`src/rtl/branch_unit_bht.sv`:
```
// ---------------------------------------------------------------------------
// branch_unit_bht
//
// Resolves MIPS conditional branches from ALU flags (six condition modes) and
// keeps a branch history table of saturating counters. The table predicts
// taken/not-taken for the fetch PC and is trained by every valid resolved
// branch. Mispredicts are flagged so hazard logic can flush the pipe.
//
// Optional feature macro: BRANCH_STATS_EN
//   When defined, adds saturating counters for resolved branches and
//   mispredicts (branch_count, mispredict_count).
//
// Ports:
//   clk              in   rising-edge clock
//   reset_n          in   asynchronous active-low reset
//   fetch_pc         in   PC of the instruction being fetched
//   predict_taken    out  prediction for fetch_pc (combinational table read)
//   branch_en        in   execute-stage instruction is a conditional branch
//   cond             in   condition mode (11x reserved -> branch not valid)
//   alu_zero         in   ALU result equals zero
//   alu_neg          in   ALU result sign bit
//   resolve_pc       in   PC of the branch being resolved
//   resolve_pred     in   prediction that travelled with the branch
//   branch           out  branch is taken (combinational)
//   mispredict       out  outcome differs from resolve_pred (combinational)
//   branch_count     out  valid resolved branches   (BRANCH_STATS_EN only)
//   mispredict_count out  mispredicted branches     (BRANCH_STATS_EN only)
// ---------------------------------------------------------------------------
module branch_unit_bht #(
  parameter int BHT_DEPTH  = 64,
  parameter int CTR_WIDTH  = 2,
  parameter int PC_WIDTH   = 32,
  parameter int STAT_WIDTH = 32
) (
  input  logic                  clk,
  input  logic                  reset_n,
  input  logic [PC_WIDTH-1:0]   fetch_pc,
  output logic                  predict_taken,
  input  logic                  branch_en,
  input  logic [2:0]            cond,
  input  logic                  alu_zero,
  input  logic                  alu_neg,
  input  logic [PC_WIDTH-1:0]   resolve_pc,
  input  logic                  resolve_pred,
  output logic                  branch,
  output logic                  mispredict
`ifdef BRANCH_STATS_EN
  ,
  output logic [STAT_WIDTH-1:0] branch_count,
  output logic [STAT_WIDTH-1:0] mispredict_count
`endif
);

  localparam int IW = $clog2(BHT_DEPTH);

  // Weakly-not-taken reset value: 2^(CTR_WIDTH-1) - 1 (0 for 1-bit counters).
  localparam logic [CTR_WIDTH-1:0] CTR_WNT = CTR_WIDTH'((2 ** (CTR_WIDTH - 1)) - 1);
  localparam logic [CTR_WIDTH-1:0] CTR_MAX = '1;
  localparam logic [CTR_WIDTH-1:0] CTR_ONE = CTR_WIDTH'(1);

  typedef enum logic [2:0] {
    COND_EQ  = 3'b000,
    COND_NE  = 3'b001,
    COND_LEZ = 3'b010,
    COND_GTZ = 3'b011,
    COND_LTZ = 3'b100,
    COND_GEZ = 3'b101
  } cond_e;

  logic                 cond_true;
  logic                 cond_ok;
  logic                 valid;
  logic [IW-1:0]        fetch_idx;
  logic [IW-1:0]        resolve_idx;
  logic [CTR_WIDTH-1:0] ctr_cur;
  logic [CTR_WIDTH-1:0] ctr_d;
  logic [CTR_WIDTH-1:0] bht_q [BHT_DEPTH];

  // Word-aligned PCs: bits [1:0] never select an entry, upper bits alias.
  assign fetch_idx   = fetch_pc[IW+1:2];
  assign resolve_idx = resolve_pc[IW+1:2];

  logic unused_pc_bits;
  assign unused_pc_bits = ^{fetch_pc, resolve_pc};

  // ---------------------------------------------------------------------------
  // Branch resolution
  // ---------------------------------------------------------------------------
  // NOTE: every signal written in an always_comb gets a default first, so no
  // path through the case can leave it unassigned and infer a latch.
  always_comb begin
    cond_true = 1'b0;
    cond_ok   = 1'b1;
    case (cond_e'(cond))
      COND_EQ:  cond_true = alu_zero;
      COND_NE:  cond_true = ~alu_zero;
      COND_LEZ: cond_true = alu_neg | alu_zero;
      COND_GTZ: cond_true = ~alu_neg & ~alu_zero;
      COND_LTZ: cond_true = alu_neg;
      COND_GEZ: cond_true = ~alu_neg;
      default:  cond_ok   = 1'b0;
    endcase
  end

  assign valid      = branch_en & cond_ok;
  assign branch     = valid & cond_true;
  assign mispredict = valid & (branch ^ resolve_pred);

  // ---------------------------------------------------------------------------
  // Branch history table
  // ---------------------------------------------------------------------------
  // Read is combinational with no write bypass: a same-cycle update to the
  // fetched entry shows up only after the edge.
  assign predict_taken = bht_q[fetch_idx][CTR_WIDTH-1];

  assign ctr_cur = bht_q[resolve_idx];

  always_comb begin
    ctr_d = ctr_cur;
    if (branch) begin
      if (ctr_cur != CTR_MAX) ctr_d = ctr_cur + CTR_ONE;
    end else begin
      if (ctr_cur != '0) ctr_d = ctr_cur - CTR_ONE;
    end
  end

  // NOTE: the table is built from flops rather than a RAM macro because every
  // entry must return to weakly-not-taken asynchronously on reset; a RAM
  // could only be cleared by a multi-cycle sweep.
  always_ff @(posedge clk or negedge reset_n) begin
    if (!reset_n) begin
      for (int i = 0; i < BHT_DEPTH; i++) begin
        bht_q[i] <= CTR_WNT;
      end
    end else if (valid) begin
      bht_q[resolve_idx] <= ctr_d;
    end
  end

  // ---------------------------------------------------------------------------
  // Optional statistics
  // ---------------------------------------------------------------------------
`ifdef BRANCH_STATS_EN
  localparam logic [STAT_WIDTH-1:0] STAT_ONE = STAT_WIDTH'(1);

  logic [STAT_WIDTH-1:0] branch_count_q;
  logic [STAT_WIDTH-1:0] mispredict_count_q;

  // Both counters stick at all-ones instead of wrapping.
  always_ff @(posedge clk or negedge reset_n) begin
    if (!reset_n) begin
      branch_count_q     <= '0;
      mispredict_count_q <= '0;
    end else begin
      if (valid && (branch_count_q != '1)) begin
        branch_count_q <= branch_count_q + STAT_ONE;
      end
      if (mispredict && (mispredict_count_q != '1)) begin
        mispredict_count_q <= mispredict_count_q + STAT_ONE;
      end
    end
  end

  assign branch_count     = branch_count_q;
  assign mispredict_count = mispredict_count_q;
`else
  logic [STAT_WIDTH-1:0] unused_stat_width;
  assign unused_stat_width = '0;
`endif

endmodule

```
`config.mk`:
```
export PLATFORM = sky130hd
export DESIGN_NAME = branch_unit_bht
export DESIGN_NICKNAME = d
export VERILOG_FILES = /design/src/rtl/branch_unit_bht.sv
export SDC_FILE = /design/constraint.sdc
export NUM_CORES = 1
export LEC_CHECK = 0
export ABC_AREA = 1
export CAP_MARGIN = 30
export CORE_AREA = 2 2 124 186
export DETAILED_ROUTE_END_ITERATION = 10
export DIE_AREA = 0 0 126 188
export PLACE_DENSITY = 0.59
export SLEW_MARGIN = 40
export SYNTH_ARGS = -nofsm -noshare
export SYNTH_HDL_FRONTEND = slang
export SYNTH_SLANG_ARGS = --single-unit
```
`constraint.sdc`:
```
create_clock -name clk -period 1.7 [get_ports clk]
set_clock_uncertainty 0.15 [all_clocks]
set_input_delay 0.17 -clock clk [delete_from_list [all_inputs] [get_ports clk]]
set_output_delay 0.17 -clock clk [all_outputs]
set_load 0.02 [all_outputs]
```
==> impl_metrics.csv <==
group,metric,value,unit
status,status,"finished, violations left",
status,failed_checks,"negative setup slack",
grt,grt_max_degree,43,
final_layout,largest_register_ffs,128,
route,drt_pre_antenna_iters,6,
power,power.clock.fraction,42.3,%
power,power_switching,2.93,mW
route,detailed_route_wire_length_on_metal_1,11.2,mm
timing,fmax,464,MHz
timing,max_transition_margin,70.4,%
clocking,clkTransAtPathRegs,0.06,ns
timing,grt_setup_unrepaired,"true",
yosys,syn_area_per_cell,7.17,um2
route,postRouteAntennaNets,0,
yosys,synth_area,0.00828,mm2
worst_setup_path,crit_slowest_cell,"sky130_fd_sc_hd__dfrtp_1",
worst_setup_path,timing.critical_path.to_type,"primary output",
grt,number_of_global_route_vias_before_repair,8314,
final_layout,mostFrequentLayoutCells,"310 x sky130_fd_sc_hd__nand2_1, 149 x sky130_fd_sc_hd__buf_4, 144 x sky130_fd_sc_hd__inv_1, 104 x sky130_fd_sc_hd__nor2_1, 85 x sky130_fd_sc_hd__nand2_2",
place,dpl.cell_count,1581,
clocking,clockBufferDepth,2,
route,route.met3.wl,1.14,mm
worst_setup_path,timing_worst_setup_path_type,"flop to primary output",
final_layout,final_nets,1426,
timing,final.min_clock_period,2.15,ns
worst_setup_path,required_time_reported_for_the_critical_path_endpoint,1.38,ns
worst_setup_path,setup.worst_path.start_class,"flop",
grt,grt_antenna_before_repair,0,
timing,hold_ws,0.0657,ns
power,report.power.total,10.1,mW
final_layout,layout-drive-gt1-share,41.2,%
power,netSwitchingFraction,29.0,%
clocking,cts_root_buffer,"sky130_fd_sc_hd__clkbuf_16",
floorplan,area_enclosed_by_the_die_boundary,0.0237,mm2
worst_setup_path,timing.critical_path.cells,"inv_2 -> o211ai_1 -> nand3_1 -> nand2_1 -> a21boi_1 -> o21ai_1 -> nand2_1 -> o21ai_2 -> buf_6",
min_path,min_path_type,"input pin to asynchronous set/reset pin",
route,avgRoutedWirePerCell,17.5,um
floorplan,core_region_area,0.0221,mm2
worst_setup_path,setup.reg_to_reg.worst_slack,-0.45,ns
floorplan,die_h,188,um
timing,timing.setup.tns,-52.46,ns
grt,grt_remaining_overflow,0,
yosys,seq_area_frac_synth,39.7,%
final_layout,largestRegisters,"bht_q (128)",
power,power.combinational.fraction,22.8,%
clocking,insertion_delay,0.44,ns
final_layout,finalInstanceArea,0.0121,mm2
timing,setup-violations-final,129,
timing,hold_viol_final,0,
route,drt_wl_total,28.7,mm
yosys,async_reset_ff_share,100,%
timing,setup_slack,-0.455,ns
grt,grt_pass1_wl,44.7,mm
grt,grtUsageTotal,24.4,%
power,power.internal,7.18,mW
worst_setup_path,critPathMaxStageDelay,0.36,ns
clocking,tritoncts.num_buffers,17,
yosys,synthesis.instances,1154,
clocking,clock_sink_count,128,
final_layout,top_register,"bht_q",
final_layout,antennaDiodeCount,0,
yosys,synth.net_count,1227,
clocking,cts_tree,"yes",
route,highest-signal-layer,"met4",
place,place_hpwl,18.5,mm
power,p_leak,6.33,nW
worst_setup_path,crit_path_frequent_cell,"sky130_fd_sc_hd__nand2_1",
power,power_dens_cells,833,mW/mm2
timing,final.period_utilization,127,%
route,met2WireLength,14.7,mm
yosys,synth-edff-count,0,
place,gp_congestion,0.875,
timing,drv_slew,0,
yosys,post_synth_num_cell_types,31,
power,max-vdd-ir-drop,0.000708,V
floorplan,rows,67,
yosys,synth_top_flop_cell,"sky130_fd_sc_hd__dfstp_2",
yosys,synth_top_area_share,20.3,%
yosys,top_post_synthesis_cells_by_area,"sky130_fd_sc_hd__dfstp_2 20%, sky130_fd_sc_hd__dfrtp_1 19%, sky130_fd_sc_hd__nand2_1 15%",
route,ratio_of_routed_vias_to_standard_cells,5.03,
final_layout,layout.cells.non_filler,1642,
yosys,postSynthRegisterBits,128,
route,drc_errors,0,
yosys,yosys_warnings,0,
clocking,htree_levels,4,
final_layout,area.growth.synth_to_final,46.6,%
yosys,top_cell_type_by_total_area_after_synthesis,"sky130_fd_sc_hd__dfstp_2",
route,detailroute.via_count,8257,
run,max_cap_viol_count,0,
final_layout,mostFrequentLayoutCell,"sky130_fd_sc_hd__nand2_1",
worst_setup_path,worst_ep_arrival_time,1.83,ns
route,detailedRoute.firstIterationViolations,573,
timing,worst-slew-pin-transition,0.441,ns
floorplan,fp.dieW,126,um
place,io_buffer_count,23,
worst_setup_path,path_max_fanout,2,
floorplan,initial_core_utilization,37.4,%
power,seqPwrFrac,34.9,%
floorplan,design.portCount,76,
place,post_dp_cell_area,0.0103,mm2
==> cells by family (layout without fill, tap and decap cells) <==
kind of cell / after synthesis / count (layout) / synth area share [%]
simple gates: 693 / 695 / 38.2
flops: 128 / 128 / 39.7
buf+inv: 207 / 417 / 12.7
compound gates: 126 / 126 / 9.42
==> synth_stat cells, types with 3 or more instances <==
cell type,count
sky130_fd_sc_hd__nand2_1,331
sky130_fd_sc_hd__inv_1,154
sky130_fd_sc_hd__nand2_2,121
sky130_fd_sc_hd__nand3_1,107
sky130_fd_sc_hd__nor2_1,106
sky130_fd_sc_hd__dfrtp_1,64
sky130_fd_sc_hd__dfstp_2,64
sky130_fd_sc_hd__o21ai_0,46
sky130_fd_sc_hd__o21ai_1,27
sky130_fd_sc_hd__a21oi_1,20
sky130_fd_sc_hd__buf_6,17
sky130_fd_sc_hd__o211ai_1,16
sky130_fd_sc_hd__o211ai_2,13
sky130_fd_sc_hd__clkbuf_1,11
sky130_fd_sc_hd__buf_4,8
sky130_fd_sc_hd__nor3_1,8
sky130_fd_sc_hd__buf_12,6
sky130_fd_sc_hd__buf_2,5
sky130_fd_sc_hd__or2_1,5
sky130_fd_sc_hd__inv_2,3
sky130_fd_sc_hd__nand2_4,3
sky130_fd_sc_hd__nor2_2,3
sky130_fd_sc_hd__nor2_4,3
==> critical path: cells and delay by family, from the launching register on <==
family,cells,cell delay (ns)
AO/OA/AOI/OAI,4,0.52
flip-flops,1,0.36
buffers and inverters,2,0.21
AND/OR/NAND/NOR,3,0.30
==> timing repair <==
action,in CTS,in global routing
gates cloned,11,7
gates resized for setup,107,75
hold buffers,1,0
hold endpoints to repair,77,0
buffers inserted,8,4
pin swaps,24,28
setup endpoints to repair,131,131
==> final timing paths <==
| path | start | cells past startpoint | end |
|---|---|---|---|
| setup / recovery | bht_q[83]$_DFFE_PN0P_ | 9 | predict_taken |
| hold / removal | reset_n | 2 | bht_q[41]$_DFFE_PN0P_ |
| setup reg to reg | bht_q[47]$_DFFE_PN0P_ | 12 | bht_q[81]$_DFFE_PN0P_ |
| hold reg to reg | bht_q[56]$_DFFE_PN1P_ | 2 | bht_q[56]$_DFFE_PN1P_ |
| max in group asynchronous | reset_n | 3 | bht_q[102]$_DFFE_PN1P_ |
| min in group clk | bht_q[56]$_DFFE_PN1P_ | 2 | bht_q[56]$_DFFE_PN1P_ |
==> metal layers <==
layer | global-route usage (%) | up-vias
met5 | 0 | -
li1 | - | 3987
met2 | 42.6 | 217
met3 | 4.02 | 86
met4 | 13.1 | 0
met1 | 28.3 | 3967
==> power by group through the flow <==
stage | registers (mW) | logic [mW] | clock network [mW]
after floorplan | 3.51 | 1.07 | 0
after CTS | 3.53 | 2.11 | 4.33
final | 3.53 | 2.30 | 4.28
after detailed placement | 3.57 | 1.69 | 0
after global routing | 3.55 | 2.46 | 4.49
after global placement | 3.57 | 1.68 | 0
==> metrics by stage <==
step	setup slack [ns]	util [%]
floorplan	-0.161	-
global placement	-1.10	46.6
detailed placement	-1.04	46.6
CTS	-0.433	52.8
global route	-0.551	54.8
finish	-0.455	54.8
==> cell type report <==
type | count | area, um2
inverters | 159 | 601
multi-input cells | 821 | 4780
clock inverters | 14 | 238
clock buffers | 18 | 439
well taps | 276 | 345
flip-flops and latches | 128 | 3280
repair buffers | 226 | 2450
fillers | 2047 | 10000
Power figures use the tool's default switching activity.
